<file path="src/rtl/id_stage_pkg.sv">
// id_stage_pkg: opcode/funct constants, ALU encodings and the main control decoder.
package id_stage_pkg;

    localparam logic [5:0] OP_RTYPE = 6'b000000;
    localparam logic [5:0] OP_LW    = 6'b100011;
    localparam logic [5:0] OP_SW    = 6'b101011;
    localparam logic [5:0] OP_BEQ   = 6'b000100;
    localparam logic [5:0] OP_J     = 6'b000010;
    localparam logic [5:0] OP_ADDI  = 6'b001000;

    localparam logic [5:0] FN_ADD = 6'b100000;
    localparam logic [5:0] FN_SUB = 6'b100010;
    localparam logic [5:0] FN_AND = 6'b100100;
    localparam logic [5:0] FN_OR  = 6'b100101;
    localparam logic [5:0] FN_SLT = 6'b101010;

    localparam logic [31:0] NOP = 32'h0;

    typedef enum logic [2:0] {
        ALU_ADD = 3'b000,
        ALU_SUB = 3'b001,
        ALU_AND = 3'b010,
        ALU_OR  = 3'b011,
        ALU_SLT = 3'b100
    } alu_op_t;

    typedef struct packed {
        logic    reg_write;
        logic    mem_to_reg;
        logic    mem_read;
        logic    mem_write;
        logic    alu_src;
        logic    reg_dst;
        logic    branch;
        logic    jump;
        alu_op_t alu_op;
    } ctrl_t;

    function automatic ctrl_t decode(input logic [31:0] inst);
        ctrl_t c;
        c = '0;
        case (inst[31:26])
            OP_RTYPE: begin
                c.reg_write = inst[5:0] inside {FN_ADD, FN_SUB, FN_AND, FN_OR, FN_SLT};
                c.reg_dst   = c.reg_write;
                c.alu_op    = inst[5:0] == FN_SUB ? ALU_SUB :
                              inst[5:0] == FN_AND ? ALU_AND :
                              inst[5:0] == FN_OR  ? ALU_OR  :
                              inst[5:0] == FN_SLT ? ALU_SLT : ALU_ADD;
            end
            OP_LW: begin
                c.reg_write  = 1'b1;
                c.mem_to_reg = 1'b1;
                c.mem_read   = 1'b1;
                c.alu_src    = 1'b1;
            end
            OP_SW: begin
                c.mem_write = 1'b1;
                c.alu_src   = 1'b1;
            end
            OP_BEQ: begin
                c.branch = 1'b1;
                c.alu_op = ALU_SUB;
            end
            OP_J: c.jump = 1'b1;
            OP_ADDI: begin
                c.reg_write = 1'b1;
                c.alu_src   = 1'b1;
            end
            default: ;
        endcase
        return c;
    endfunction

endpackage

</file>
<file path="src/rtl/regfile_32x32.sv">
// regfile_32x32: two combinational read ports with write-through bypass, r0 hardwired to zero.
module regfile_32x32
    import id_stage_pkg::*;
#(
    parameter int DW   = 32,
    parameter int NREG = 32,
    localparam int AW  = $clog2(NREG)
) (
    input  logic          clk,
    input  logic          rst,
    input  logic [AW-1:0] ra1,
    input  logic [AW-1:0] ra2,
    output logic [DW-1:0] rd1,
    output logic [DW-1:0] rd2,
    input  logic          we,
    input  logic [AW-1:0] wa,
    input  logic [DW-1:0] wd
);

    logic [DW-1:0] regs [NREG];

    always_ff @(posedge clk) begin
        if (rst) begin
            for (int i = 0; i < NREG; i++) regs[i] <= '0;
        end else if (we && wa != '0) begin
            regs[wa] <= wd;
        end
    end

    assign rd1 = ra1 == '0 ? '0 : (we && wa == ra1) ? wd : regs[ra1];
    assign rd2 = ra2 == '0 ? '0 : (we && wa == ra2) ? wd : regs[ra2];

endmodule

</file>
<file path="src/rtl/id_stage.sv">
// id_stage: IF/ID latch, control decode, register read, load-use stall and the ID/EX register.
module id_stage
    import id_stage_pkg::*;
#(
    parameter int DW   = 32,
    parameter int NREG = 32
) (
    input  logic          Clk,
    input  logic          Rst,
    input  logic [DW-1:0] IF_Inst,
    input  logic [DW-1:0] IF_PC4,
    input  logic          Flush,
    input  logic          EX_MemRead,
    input  logic [4:0]    EX_Rt,
    input  logic          WB_RegWrite,
    input  logic [4:0]    WB_Rd,
    input  logic [DW-1:0] WB_Data,
    output logic          Stall,
    output logic          ID_RegWrite,
    output logic          ID_MemtoReg,
    output logic          ID_MemRead,
    output logic          ID_MemWrite,
    output logic          ID_ALUSrc,
    output logic          ID_RegDst,
    output logic          ID_Branch,
    output logic          ID_Jump,
    output logic [2:0]    ID_ALUOp,
    output logic [DW-1:0] ID_RD1,
    output logic [DW-1:0] ID_RD2,
    output logic [DW-1:0] ID_Imm,
    output logic [4:0]    ID_Rs,
    output logic [4:0]    ID_Rt,
    output logic [4:0]    ID_Rd,
    output logic [DW-1:0] ID_PC4,
    output logic [DW-1:0] ID_JAddr
);

    logic [DW-1:0] if_inst, if_pc4, rd1, rd2;
    logic [5:0]    op;
    logic [4:0]    rs, rt, rd;
    logic          reads_rs, reads_rt;
    ctrl_t         dec, ctrl_q;

    assign op  = if_inst[31:26];
    assign rs  = if_inst[25:21];
    assign rt  = if_inst[20:16];
    assign rd  = if_inst[15:11];
    assign dec = decode(if_inst);

    // rt is only a source for R-type, sw and beq; for lw/addi it is the destination
    assign reads_rs = op inside {OP_RTYPE, OP_LW, OP_SW, OP_BEQ, OP_ADDI};
    assign reads_rt = op inside {OP_RTYPE, OP_SW, OP_BEQ};
    assign Stall    = !Rst && EX_MemRead && EX_Rt != '0 &&
                      ((reads_rs && EX_Rt == rs) || (reads_rt && EX_Rt == rt));

    regfile_32x32 #(.DW(DW), .NREG(NREG)) u_rf (
        .clk (Clk),
        .rst (Rst),
        .ra1 (rs),
        .ra2 (rt),
        .rd1 (rd1),
        .rd2 (rd2),
        .we  (WB_RegWrite),
        .wa  (WB_Rd),
        .wd  (WB_Data)
    );

    always_ff @(posedge Clk) begin
        if (Rst || Flush) begin
            if_inst <= NOP;
            if_pc4  <= '0;
        end else if (!Stall) begin
            if_inst <= IF_Inst;
            if_pc4  <= IF_PC4;
        end
    end

    always_ff @(posedge Clk) begin
        if (Rst) begin
            ctrl_q   <= '0;
            ID_RD1   <= '0;
            ID_RD2   <= '0;
            ID_Imm   <= '0;
            ID_Rs    <= '0;
            ID_Rt    <= '0;
            ID_Rd    <= '0;
            ID_PC4   <= '0;
            ID_JAddr <= '0;
        end else begin
            ctrl_q   <= (Stall || Flush) ? '0 : dec;
            ID_RD1   <= rd1;
            ID_RD2   <= rd2;
            ID_Imm   <= {{(DW-16){if_inst[15]}}, if_inst[15:0]};
            ID_Rs    <= rs;
            ID_Rt    <= rt;
            ID_Rd    <= rd;
            ID_PC4   <= if_pc4;
            ID_JAddr <= {if_pc4[31:28], if_inst[25:0], 2'b00};
        end
    end

    assign {ID_RegWrite, ID_MemtoReg, ID_MemRead, ID_MemWrite,
            ID_ALUSrc, ID_RegDst, ID_Branch, ID_Jump, ID_ALUOp} = ctrl_q;

endmodule

</file>
<file path="config.mk">
export PLATFORM = sky130hd
export DESIGN_NAME = id_stage
export DESIGN_NICKNAME = d
export VERILOG_FILES = /design/src/rtl/id_stage_pkg.sv /design/src/rtl/regfile_32x32.sv /design/src/rtl/id_stage.sv
export SDC_FILE = /design/constraint.sdc
export NUM_CORES = 2
export LEC_CHECK = 0
export BUFFER_PORTS_ARGS = -buffer_cell sky130_fd_sc_hd__buf_4
export CAP_MARGIN = 10
export CORE_MARGIN = 2
export CORE_UTILIZATION = 30
export CTS_CLUSTER_DIAMETER = 200
export DETAILED_ROUTE_END_ITERATION = 10
export GPL_TIMING_DRIVEN = 0
export PLACE_DENSITY_LB_ADDON = 0.2
export SLEW_MARGIN = 40
export SYNTH_ARGS = -nofsm -noshare
export SYNTH_HDL_FRONTEND = slang
export SYNTH_SLANG_ARGS = --single-unit
</file>
<file path="constraint.sdc">
create_clock -name Clk -period 3.57 [get_ports Clk]
set_clock_uncertainty 0.05 [all_clocks]
set_input_delay 0.714 -clock Clk [delete_from_list [all_inputs] [get_ports Clk]]
set_output_delay 0.714 -clock Clk [all_outputs]
set_load 0.01 [all_outputs]
</file>
==> qor.yml <==
clocking:
  cts_hold_buf: 0
  htreeDepth: 4
  numCtsBuffers: 149
  cts-root-buf: "clkbuf_16"
  cts_tree: "yes"
  cts_max_path_buffers: 3
  clock-sinks: 1220
  cts.clk_slew.worst_paths_ps: 60
  clock_latency_ps: 860
power:
  swShare: 0.2769
  total_power_mw: 36.66
  power_frac_clock: 0.423
  p_switching_mw: 10.15
  power.leakage_nw: 25.32
  sequentialPowerShare: 0.453
  vdd_drop_max_uv: 551.4
  p_comb_frac: 0.125
  power_density_mw_per_mm2: 495.2
  internal_power_mw: 26.50
flow_run:
  cap_violations: 0
detailed_routing:
  vias: 45100
  viasPerCell: 5.752
  routed_wl_um: 311500
  wl_per_cell_um: 39.73
  dr.pass1.iters: 6
  ant_nets: 0
  drc_errors: 0
  drt_iter0_drc: 6571
critical_path:
  crit_path_max_fanout: 10
  start_kind: "flop"
  worstSetupEndpointType: "flop"
  r2r_slack_ps: -230
  cp.required_ps: 4200
  r2r_end: "ID_RD1[29]"
  critical_path_class: "reg2reg"
  worst_ep_arrival_time_ps: 4430
  rr_worst_depth: 8
  r2r-start: "if_inst[21]"
die:
  die_x_um: 458.1
  start_util: 0.3021
  coreArea_mm2: 0.2048
  die_y_um: 458.1
  pin_count: 298
  die-area_mm2: 0.2099
  rows: 166
grt:
  use_met3: 0.09848
  grt_antenna_before_repair: 40
  grt_pass1_vias: 42930
  grt_overflow: 0
  grt_use_met2: 0.4277
  grt_max_degree: 33
  grt_busiest_layer: "met2"
  grt_pass1_wl_um: 403200
  track_usage: 0.2902
  gr-usage-met1: 0.3628
logic_synthesis:
  synthDistinctLibCells: 58
  syn_inst: 4493
  async_flop_share: 0
  synth_edf_count: 1024
  seq_area_frac_synth: 0.5605
  syn-cell-area_mm2: 0.06187
  synth_top_area_frac: 0.4970
  synth_top_area_cell: "edfxtp_1"
  syn_avg_cell_area_um2: 13.77
  yosys_register_bits: 1220
  ys_top_cells_by_area: "edfxtp_1 50%, mux4_2 13%, and2_1 10%"
  synth_top_flop_cell: "edfxtp_1"
  yosys_warnings: 0
timing:
  drv_slew: 0
  min_period_over_period: 1.064
  fin_crit_ps: 3797
  fin_ws_ps: -227.1
  max_freq_ghz: 0.2634
  worst_pin_slew_ps: 1017
  slew_headroom: 0.3220
  hold_violations: 0
  finalSetupTns_ps: -2253
  setup_viol: 30
place:
  pre_cts_slack_ps: -956.6
  dp.cells: 7541
  gp_congestion: 1.003
  place_hpwl_um: 222000
  port_buffers: 289
outcome:
  outcome: "complete, but fails checks"
  violations: "negative setup slack"
cells_and_area:
  syn2layout_area_growth_pct: 19.64
  fill_cells: 19840
  finalNetCount: 5117
  stdcell_count: 7841
  drive_gt1_frac: 0.2769
hold_path:
  min_path_cells: 3
  min_from: "IF_PC4[29]"
  holdPathEnd: "if_pc4[29]"
  min_path_type: "in2reg"
==> cell usage in the layout, fill, tap and decap left out, types with 10 or more instances in the layout <==
master,count
nand3_1,38
and2_1,995
edfxtp_1,1024
a221oi_1,22
a32o_1,22
buf_16,21
a211oi_1,20
a22o_1,35
nor2b_1,62
o221ai_1,38
buf_6,26
mux4_2,355
clkbuf_4,12
nor3_1,12
buf_4,399
a2111oi_2,13
a21oi_1,100
clkbuf_16,155
nor2_1,42
mux2i_1,326
nand2_1,235
a22oi_1,48
o22ai_1,55
clkinv_2,19
diode_2,24
conb_1,34
dfxtp_1,196
clkinv_1,31
o211ai_1,15
clkbuf_2,100
or2_4,31
clkbuf_1,232
or3_1,10
mux2_2,114
xnor2_1,12
buf_2,71
o21ai_0,17
==> per-stage QoR <==
step	hold WS (ps)	utilization	area, um^2
floorplan	383.4	-	61990
global placement	391.4	0.3297	67520
detailed placement	396.4	0.3355	68720
CTS	43.14	0.3602	73770
global route	63.85	0.3613	73990
finish	82.01	0.3614	74020
==> per-layer routing <==
metal,part of all wire,up-vias
met4,0.074,24
met2,0.43,3186
met3,0.12,789
li1,-,17830
met5,0.00065,-
met1,0.37,23280
==> flip-flops by register name, summed over array words and instances, names as in the netlist, 3 cells and up <==
| signal | cells |
|---|---|
| u_rf.regs | 1024 |
| ID_PC4 | 32 |
| ID_RD1 | 32 |
| ID_RD2 | 32 |
| if_inst | 32 |
| if_pc4 | 32 |
| ID_Imm | 15 |
| ID_Rs | 4 |
| ID_Rt | 4 |
| ID_ALUOp | 3 |
| ID_JAddr | 3 |
==> power groups by stage <==
stage / combinational [mW] / clock, mW / sequential, mW
after floorplan: 2.05 / 0 / 16.8
after CTS: 4.37 / 15.5 / 16.6
final: 4.57 / 15.5 / 16.6
after detailed placement: 4.33 / 0 / 16.9
after global routing: 4.56 / 16.1 / 16.7
after global placement: 4.17 / 0 / 16.8
==> synth_stat cells, types with 22 or more instances <==
library cell	number
a211oi_1	25
a21oi_1	105
a221oi_1	30
a22o_1	35
a22oi_1	49
a32o_1	22
and2_1	995
buf_2	74
buf_4	95
clkbuf_1	308
dfxtp_1	196
edfxtp_1	1024
mux2_2	114
mux2i_1	326
mux4_2	355
nand2_1	237
nand3_1	38
nor2_1	45
nor2b_1	65
o221ai_1	38
o22ai_1	57
or2_2	32
==> cell type report <==
type / instances / area, um^2 / area share
flip-flops and latches: 1220 / 34670 / 0.4684
multi-input cells: 2790 / 25250 / 0.3411
clock buffers: 198 / 4114 / 0.05558
well taps: 2688 / 3363 / 0.04544
repair buffers: 332 / 2983 / 0.04030
plain buffers: 510 / 2823 / 0.03814
clock inverters: 76 / 740.7 / 0.01001
diodes: 24 / 60.06 / 0.0008114
inverters: 3 / 11.26 / 0.0001521
==> timing repair <==
action                                  4_1_cts  5_1_grt
resized for setup                            54       32
endpoints found under the setup margin      184       27
setup buffers                                 0        4
cloned                                        0        0
pin swaps                                     1        0
==> critical path, stage by stage, from the launching register on <==
cell      delay (ps)
dfxtp_1          330
buf_6            220
buf_4            430
nor3_1           140
a21o_1           230
nor3_2           540
buf_4            280
clkbuf_1         730
a32o_1           650
==> worst max path at each step <==
stage,start,end,slack [ps],cells past startpoint
floorplan,Rst,u_rf.regs[20][0],800,7
global placement,if_inst[17],ID_RD2[13],-2340,6
finish,if_inst[21],ID_RD1[29],-230,8
detailed placement,Rst,u_rf.regs[10][1],-960,5
global route,if_inst[21],ID_RD1[29],-40,8
CTS,if_inst[16],ID_RD2[8],4,11
==> kinds of logic after synthesis <==
| family | Yosys count | share of synthesized area |
|---|---|---|
| AO/OA/AOI/OAI | 478 | 0.05653 |
| XOR/XNOR | 20 | 0.002831 |
| buffers and inverters | 516 | 0.04130 |
| flip-flops | 1220 | 0.5605 |
| multiplexers | 795 | 0.2027 |
| other | 1 | 0.00006062 |
| AND/OR/NAND/NOR | 1463 | 0.1361 |
(Power assumes the default switching activity.)
